`src/rtl/latch_bank_ctrl.sv`:
```
// latch_bank_ctrl
// Round-robin write arbiter and enable sequencer for a shared gated D-latch
// bank. Each write runs IDLE -> SETUP -> OPEN -> HOLD -> DONE.
// SETUP and HOLD surround the enable pulse so that D is never moving while
// en is high.
// Optional feature macro: LATCH_BANK_READBACK_EN. When it is defined,
// latch_Q is compared against latch_D during HOLD, and err reports any
// mismatch in the DONE cycle.
module latch_bank_ctrl #(
    parameter int NREQ        = 4,
    parameter int WIDTH       = 8,
    parameter int OPEN_CYCLES = 2
) (
    input  logic                    clk,
    input  logic                    rst,
    input  logic [NREQ-1:0]         req,
    input  logic [NREQ*WIDTH-1:0]   wdata,
    input  logic [WIDTH-1:0]        latch_Q,
    output logic [NREQ-1:0]         gnt,
    output logic                    done,
    output logic                    busy,
    output logic [WIDTH-1:0]        latch_D,
    output logic                    latch_en,
    output logic                    err
);

    localparam int IW     = (NREQ > 1) ? $clog2(NREQ) : 1;
    localparam int OC_EFF = (OPEN_CYCLES < 1) ? 1 : OPEN_CYCLES;
    localparam int CW     = (OC_EFF > 1) ? $clog2(OC_EFF) : 1;

    localparam logic [CW-1:0]   CNT_LOAD = CW'(OC_EFF - 1);
    localparam logic [CW-1:0]   CNT_ONE  = CW'(1);
    localparam logic [IW-1:0]   LAST_RST = IW'(NREQ - 1);
    localparam logic [NREQ-1:0] GNT_ONE  = {{(NREQ-1){1'b0}}, 1'b1};

    typedef enum logic [2:0] {
        S_IDLE  = 3'd0,
        S_SETUP = 3'd1,
        S_OPEN  = 3'd2,
        S_HOLD  = 3'd3,
        S_DONE  = 3'd4
    } state_t;

    state_t            state_q, state_d;
    logic [IW-1:0]     last_q, last_d;
    logic [CW-1:0]     cnt_q, cnt_d;
    logic [NREQ-1:0]   gnt_q, gnt_d;
    logic              done_q, done_d;
    logic              busy_q, busy_d;
    logic [WIDTH-1:0]  data_q, data_d;
    logic              en_q, en_d;
    logic              err_q, err_d;

    logic              found_s;
    logic [IW-1:0]     winner_s;
    logic [WIDTH-1:0]  sel_data_s;

    // Round-robin search starting one past the most recently granted index
    always_comb begin : rr_search
        int idx_v;
        found_s  = 1'b0;
        winner_s = '0;
        idx_v    = 0;
        for (int k = 0; k < NREQ; k++) begin
            idx_v = (int'(last_q) + 1 + k) % NREQ;
            if (!found_s && req[idx_v[IW-1:0]]) begin
                found_s  = 1'b1;
                winner_s = IW'(idx_v);
            end else begin
                found_s  = found_s;
            end
        end
    end

    // Pick the winning requester's data word
    always_comb begin
        sel_data_s = '0;
        for (int i = 0; i < NREQ; i++) begin
            if (winner_s == IW'(i)) begin
                sel_data_s = wdata[i*WIDTH +: WIDTH];
            end else begin
                sel_data_s = sel_data_s;
            end
        end
    end

    // Next-state, grant, data capture and registered-output decode
    always_comb begin
        state_d = state_q;
        last_d  = last_q;
        cnt_d   = cnt_q;
        gnt_d   = gnt_q;
        data_d  = data_q;
        case (state_q)
            S_IDLE: begin
                if (found_s) begin
                    state_d = S_SETUP;
                    gnt_d   = GNT_ONE << winner_s;
                    data_d  = sel_data_s;
                    last_d  = winner_s;
                end else begin
                    gnt_d   = '0;
                end
            end
            S_SETUP: begin
                state_d = S_OPEN;
                cnt_d   = CNT_LOAD;
            end
            S_OPEN: begin
                if (cnt_q == '0) begin
                    state_d = S_HOLD;
                end else begin
                    cnt_d   = cnt_q - CNT_ONE;
                end
            end
            S_HOLD: begin
                state_d = S_DONE;
            end
            S_DONE: begin
                state_d = S_IDLE;
                gnt_d   = '0;
            end
            default: begin
                state_d = S_IDLE;
                gnt_d   = '0;
            end
        endcase
        // Outputs are decoded from the state being entered so they register
        // in step with it.
        busy_d = (state_d != S_IDLE);
        en_d   = (state_d == S_OPEN);
        done_d = (state_d == S_DONE);
    end

`ifdef LATCH_BANK_READBACK_EN
    // Compare the bank against the driven data during HOLD; flag appears with done
    always_comb begin
        if (state_q == S_HOLD) begin
            err_d = (latch_Q != data_q);
        end else begin
            err_d = 1'b0;
        end
    end
`else
    logic unused_latch_q_s;
    assign unused_latch_q_s = ^latch_Q;

    // Readback is not built; err stays low
    always_comb begin
        err_d = 1'b0;
    end
`endif

    // State and output registers with synchronous active-high reset
    always_ff @(posedge clk) begin
        if (rst) begin
            state_q <= S_IDLE;
            last_q  <= LAST_RST;
            cnt_q   <= '0;
            gnt_q   <= '0;
            done_q  <= 1'b0;
            busy_q  <= 1'b0;
            data_q  <= '0;
            en_q    <= 1'b0;
            err_q   <= 1'b0;
        end else begin
            state_q <= state_d;
            last_q  <= last_d;
            cnt_q   <= cnt_d;
            gnt_q   <= gnt_d;
            done_q  <= done_d;
            busy_q  <= busy_d;
            data_q  <= data_d;
            en_q    <= en_d;
            err_q   <= err_d;
        end
    end

    assign gnt      = gnt_q;
    assign done     = done_q;
    assign busy     = busy_q;
    assign latch_D  = data_q;
    assign latch_en = en_q;
    assign err      = err_q;

endmodule

```
`config.mk`:
```
export PLATFORM = sky130hd
export DESIGN_NAME = latch_bank_ctrl
export DESIGN_NICKNAME = d
export VERILOG_FILES = /design/src/rtl/latch_bank_ctrl.sv
export SDC_FILE = /design/constraint.sdc
export NUM_CORES = 1
export LEC_CHECK = 0
export ABC_AREA = 1
export CAP_MARGIN = 25
export CELL_PAD_IN_SITES_DETAIL_PLACEMENT = 1
export CELL_PAD_IN_SITES_GLOBAL_PLACEMENT = 1
export CORE_ASPECT_RATIO = 0.7
export CORE_MARGIN = 5
export CORE_UTILIZATION = 29
export CTS_CLUSTER_DIAMETER = 30
export CTS_CLUSTER_SIZE = 24
export DETAILED_ROUTE_END_ITERATION = 10
export PLACE_DENSITY_LB_ADDON = 0.15
export SLEW_MARGIN = 25
export SYNTH_ARGS = -nofsm -noshare
export SYNTH_HDL_FRONTEND = slang
export SYNTH_SLANG_ARGS = --single-unit
```
`constraint.sdc`:
```
create_clock -name clk -period 3.5 [get_ports clk]
set_clock_uncertainty 0.1 [all_clocks]
set_input_delay 0.7 -clock clk [delete_from_list [all_inputs] [get_ports clk]]
set_output_delay 0.7 -clock clk [all_outputs]
set_load 0.05 [all_outputs]
```
==> results by group <==
Outcome
  • Outcome: finished, final reports clean

Global routing
  • Vias in the first global route: roughly 1400
  • Largest net degree at the start of global routing: 18
  • Initial antenna violation count: 0
  • First-pass GRT wire length: 7030 µm
  • Congestion Overflow GR: 0
  • Total track usage: ~14%

Hold path
  • Hold endpoint: latch_D[5]
  • Worst Hold Path Cells: 2
  • Hold Crit Start: latch_D[5]
  • Worst hold path class: flip-flop to flip-flop

Finish
  • Antenna cells: 0
  • Fillers: a little under 600
  • Layout cells sized above 1: a little under a tenth
  • Area grow syn2layout: 43.8%
  • Fin nets: 298
  • Commonest non-fill, non-tap cell in the layout: nand2_1
  • Final design utilization: a little over two fifths
  • Commonest non-fill, non-tap cells in the layout: nand2_1 (68), clkdlybuf4s50_1 (52), nand3_1 (24), dfxtp_1 (21)

Route
  • 1st-pass router iterations: 4
  • Total wire length: between 4000 and 5000 µm
  • Routed vias/inst: just under 5
  • Post-route ant nets: 0
  • 1st-iter DRT viols: 51
  • Average routed wire per standard cell: approximately 14 µm
  • DR vias: roughly 1500
  • Remaining DRCs: 0

Power and ir drop
  • Power density cells: between 1000 and 1500 mW/mm²
  • Worst vdd ir: roughly 0.45 mV
  • Static leakage: ~0.81 nW

Timing
  • Worst Tran Pin Value: around 0.63 ns
  • Period utilisation layout: about three quarters
  • Worst rel slew slack: 58.2%
  • Hold Vio Cnt, Final: 0
  • Fin Setup TNS: 0 ns
  • Final setup violation count: 0
  • Max-slew violation count: 0
  • Max Clk Rate: roughly 380 MHz
  • Final min period: about 2.6 ns
  • RSZ-0062 raised after global routing: false

Critical path
  • Worst flop-to-flop path endpoint: latch_D[5]
  • Worst path slowest cell: clkdlybuf4s50_1
  • CP required: 3.52 ns
  • CP Max Fanout: 9
  • WP data arrival: 2.63 ns
  • CP startpoint kind: primary input
  • Worst Setup End Kind: flip-flop
  • Delay of the slowest critical-path stage: between 0.4 and 0.5 ns
  • Reg2reg path depth: 14
  • Crit-path cells: clkdlybuf4s50_1 -> nand2_1 -> nand2_1 -> nand2_1 -> nand2_2 -> nor2_4 -> nand4_2 -> nand3_2 -> buf_4 -> nand2_1 -> o21ai_1 -> inv_1 -> nand2_1 -> a21oi_1
  • Reg-to-reg slack, setup: slightly above 0.9 ns
  • Crit Path Class: primary input to flip-flop
  • Worst R2R Start: last_q[0]
  • CP dominant cell by count: nand2_1

Synth
  • Post-synth cell types: 33
  • Post-synth top area cell: dfxtp_1
  • Post-synthesis mux area share: 0%
  • Synth Register Bits: 21
  • Cell area after synthesis: between 0.001 and 0.0015 mm²
  • Largest family of logic cells by synthesized area: simple AND/OR/NAND/NOR gates
  • Post-Synth XOR/XNOR Area: 0%
  • Sequential area share after synthesis: between 30% and 40%
  • Synth Area in Adders: 0%
  • Synth Area in Compound Gates: 10.9%
  • Yosys top cell area share: 31.7%
  • Area contributors post-synth: dfxtp_1 (32%), nand2_1 (19%), nand3_1 (9.1%)
  • Mapped Nets: around 250
  • Mapped Cells: approximately 200
  • Fraction of the mapped netlist area in simple logic gates: between 40% and 50%
  • Syn avg cell area: between 6 and 7 µm²
  • Yosys warnings: 0

Placement
  • Gpl congestion: 0.838
  • Port-buffer cells: 52
  • HPWL Detailed: about 3400 µm

Flow run
  • Max Cap Viol: 0

CTS
  • Clock-pin slew on the worst setup and hold paths: about 0.080 ns
  • Clk root buf: clkbuf_8
  • Clk sinks: 21
  • Skew-Pair Late Insertion Delay: 0.26 ns
  • CTS buffer count: 3
  • Setup Fix Bufs, Post-CTS: 0
  • Clock Tree Buf Depth: 2
  • CTS tree: yes
  • Post-CTS sizing: 0
  • H-tree lvl count: 1
  • Hold buffers post-CTS: 0

Die
  • Die H: approximately 67 µm
  • Num rows: 20
  • Number of I/O pins: 62
  • Die Wd: around 91 µm
  • Starting Density: a little under a third
  • Core Area: around 0.0044 mm²
  • Die area: a little over 0.006 mm²
[Yosys cell counts]
cell type and instances:
clkbuf_4 1, inv_2 3, nor2_1 10, o21ai_0 7, o21ai_2 1, inv_1 8, nor2_2 1, nand3_1 24
nand2_1 68, buf_2 1, nand3_2 1, a22oi_1 2, nand3b_1 1, nand4_2 1, nand4_1 11, buf_6 3
dfxtp_1 21, nand2_2 7, buf_4 2, clkinv_1 1, inv_4 1, nor2_4 1, a21oi_1 11, conb_1 1
o41a_1 1, buf_1 1, o21ai_1 4, clkbuf_1 1, nand3b_2 1, nand2_4 1, nor2_8 1, and2_1 1
nor3_1 3
[registers in the layout (all words and copies together), names as in the netlist]
| name | flops |
|---|---|
| busy | 1 |
| cnt_q | 1 |
| done | 1 |
| gnt | 4 |
| last_q | 2 |
| latch_D | 8 |
| latch_en | 1 |
| state_q | 3 |
[per-layer routing]
layer	GRT usage [%]	vias to the layer above	routed length [µm]
li1	-	775	-
met1	22.7	664	2410
met2	19.4	45	1610
met3	3.05	2	264
met4	2.20	0	37
met5	0	-	0
[worst max-delay path by stage]
stage / slack [ns] / start / to
2_1_floorplan: 1.45 / req[3] / latch_D[5]
3_3_place_gp: 0.62 / req[3] / latch_D[5]
3_5_place_dp: 0.62 / req[3] / latch_D[5]
4_1_cts: 0.89 / req[3] / latch_D[5]
5_1_grt: 0.64 / last_q[0] / latch_D[0]
6_report: 0.89 / req[3] / latch_D[5]
[worst max-delay path: cells and delay by family]
family | cells | cell delay [ns]
AND/OR/NAND/NOR | 9 | 1.04
buffers and inverters | 3 | 0.71
AO/OA/AOI/OAI | 2 | 0.19
[through the flow]
| stage | hold slack, ns | setup slack [ns] | instance area [µm²] | cells | power (mW) |
|---|---|---|---|---|---|
| after floorplan | 0.339 | 1.45 | 1330 | 202 | 1.52 |
| after global placement | 0.352 | 0.624 | 1860 | 302 | 1.88 |
| after detailed placement | 0.364 | 0.618 | 1860 | 302 | 1.90 |
| after CTS | 0.378 | 0.891 | 1910 | 306 | 2.06 |
| after global routing | 0.397 | 0.645 | 1910 | 306 | 2.24 |
| final | 0.370 | 0.892 | 1910 | 306 | 2.05 |
[power breakdown]
group | internal (mW) | total, mW | leakage [nW] | switching, mW
Combinational | 0.479 | 1.49 | 0.617 | 1.01
Sequential | 0.325 | 0.396 | 0.173 | 0.0719
Clock | 0.0811 | 0.160 | 0.0228 | 0.0789
[final cells by class]
class                           instances  area (µm²)  share of cell area [%]
Tap cell                               55        68.8                    3.61
Clock buffer                            4        45.0                    2.36
Timing Repair Buffer                   54         536                    28.1
Inverter                               13        51.3                    2.69
Sequential cell                        21         420                    22.0
Multi-Input combinational cell        159         786                    41.2
[cells by family after synthesis]
group / Yosys count
AO/OA/AOI/OAI: 26
buffers and inverters: 22
flip-flops: 21
other: 1
AND/OR/NAND/NOR: 132
Note: power is estimated with default switching activity, not from simulation.
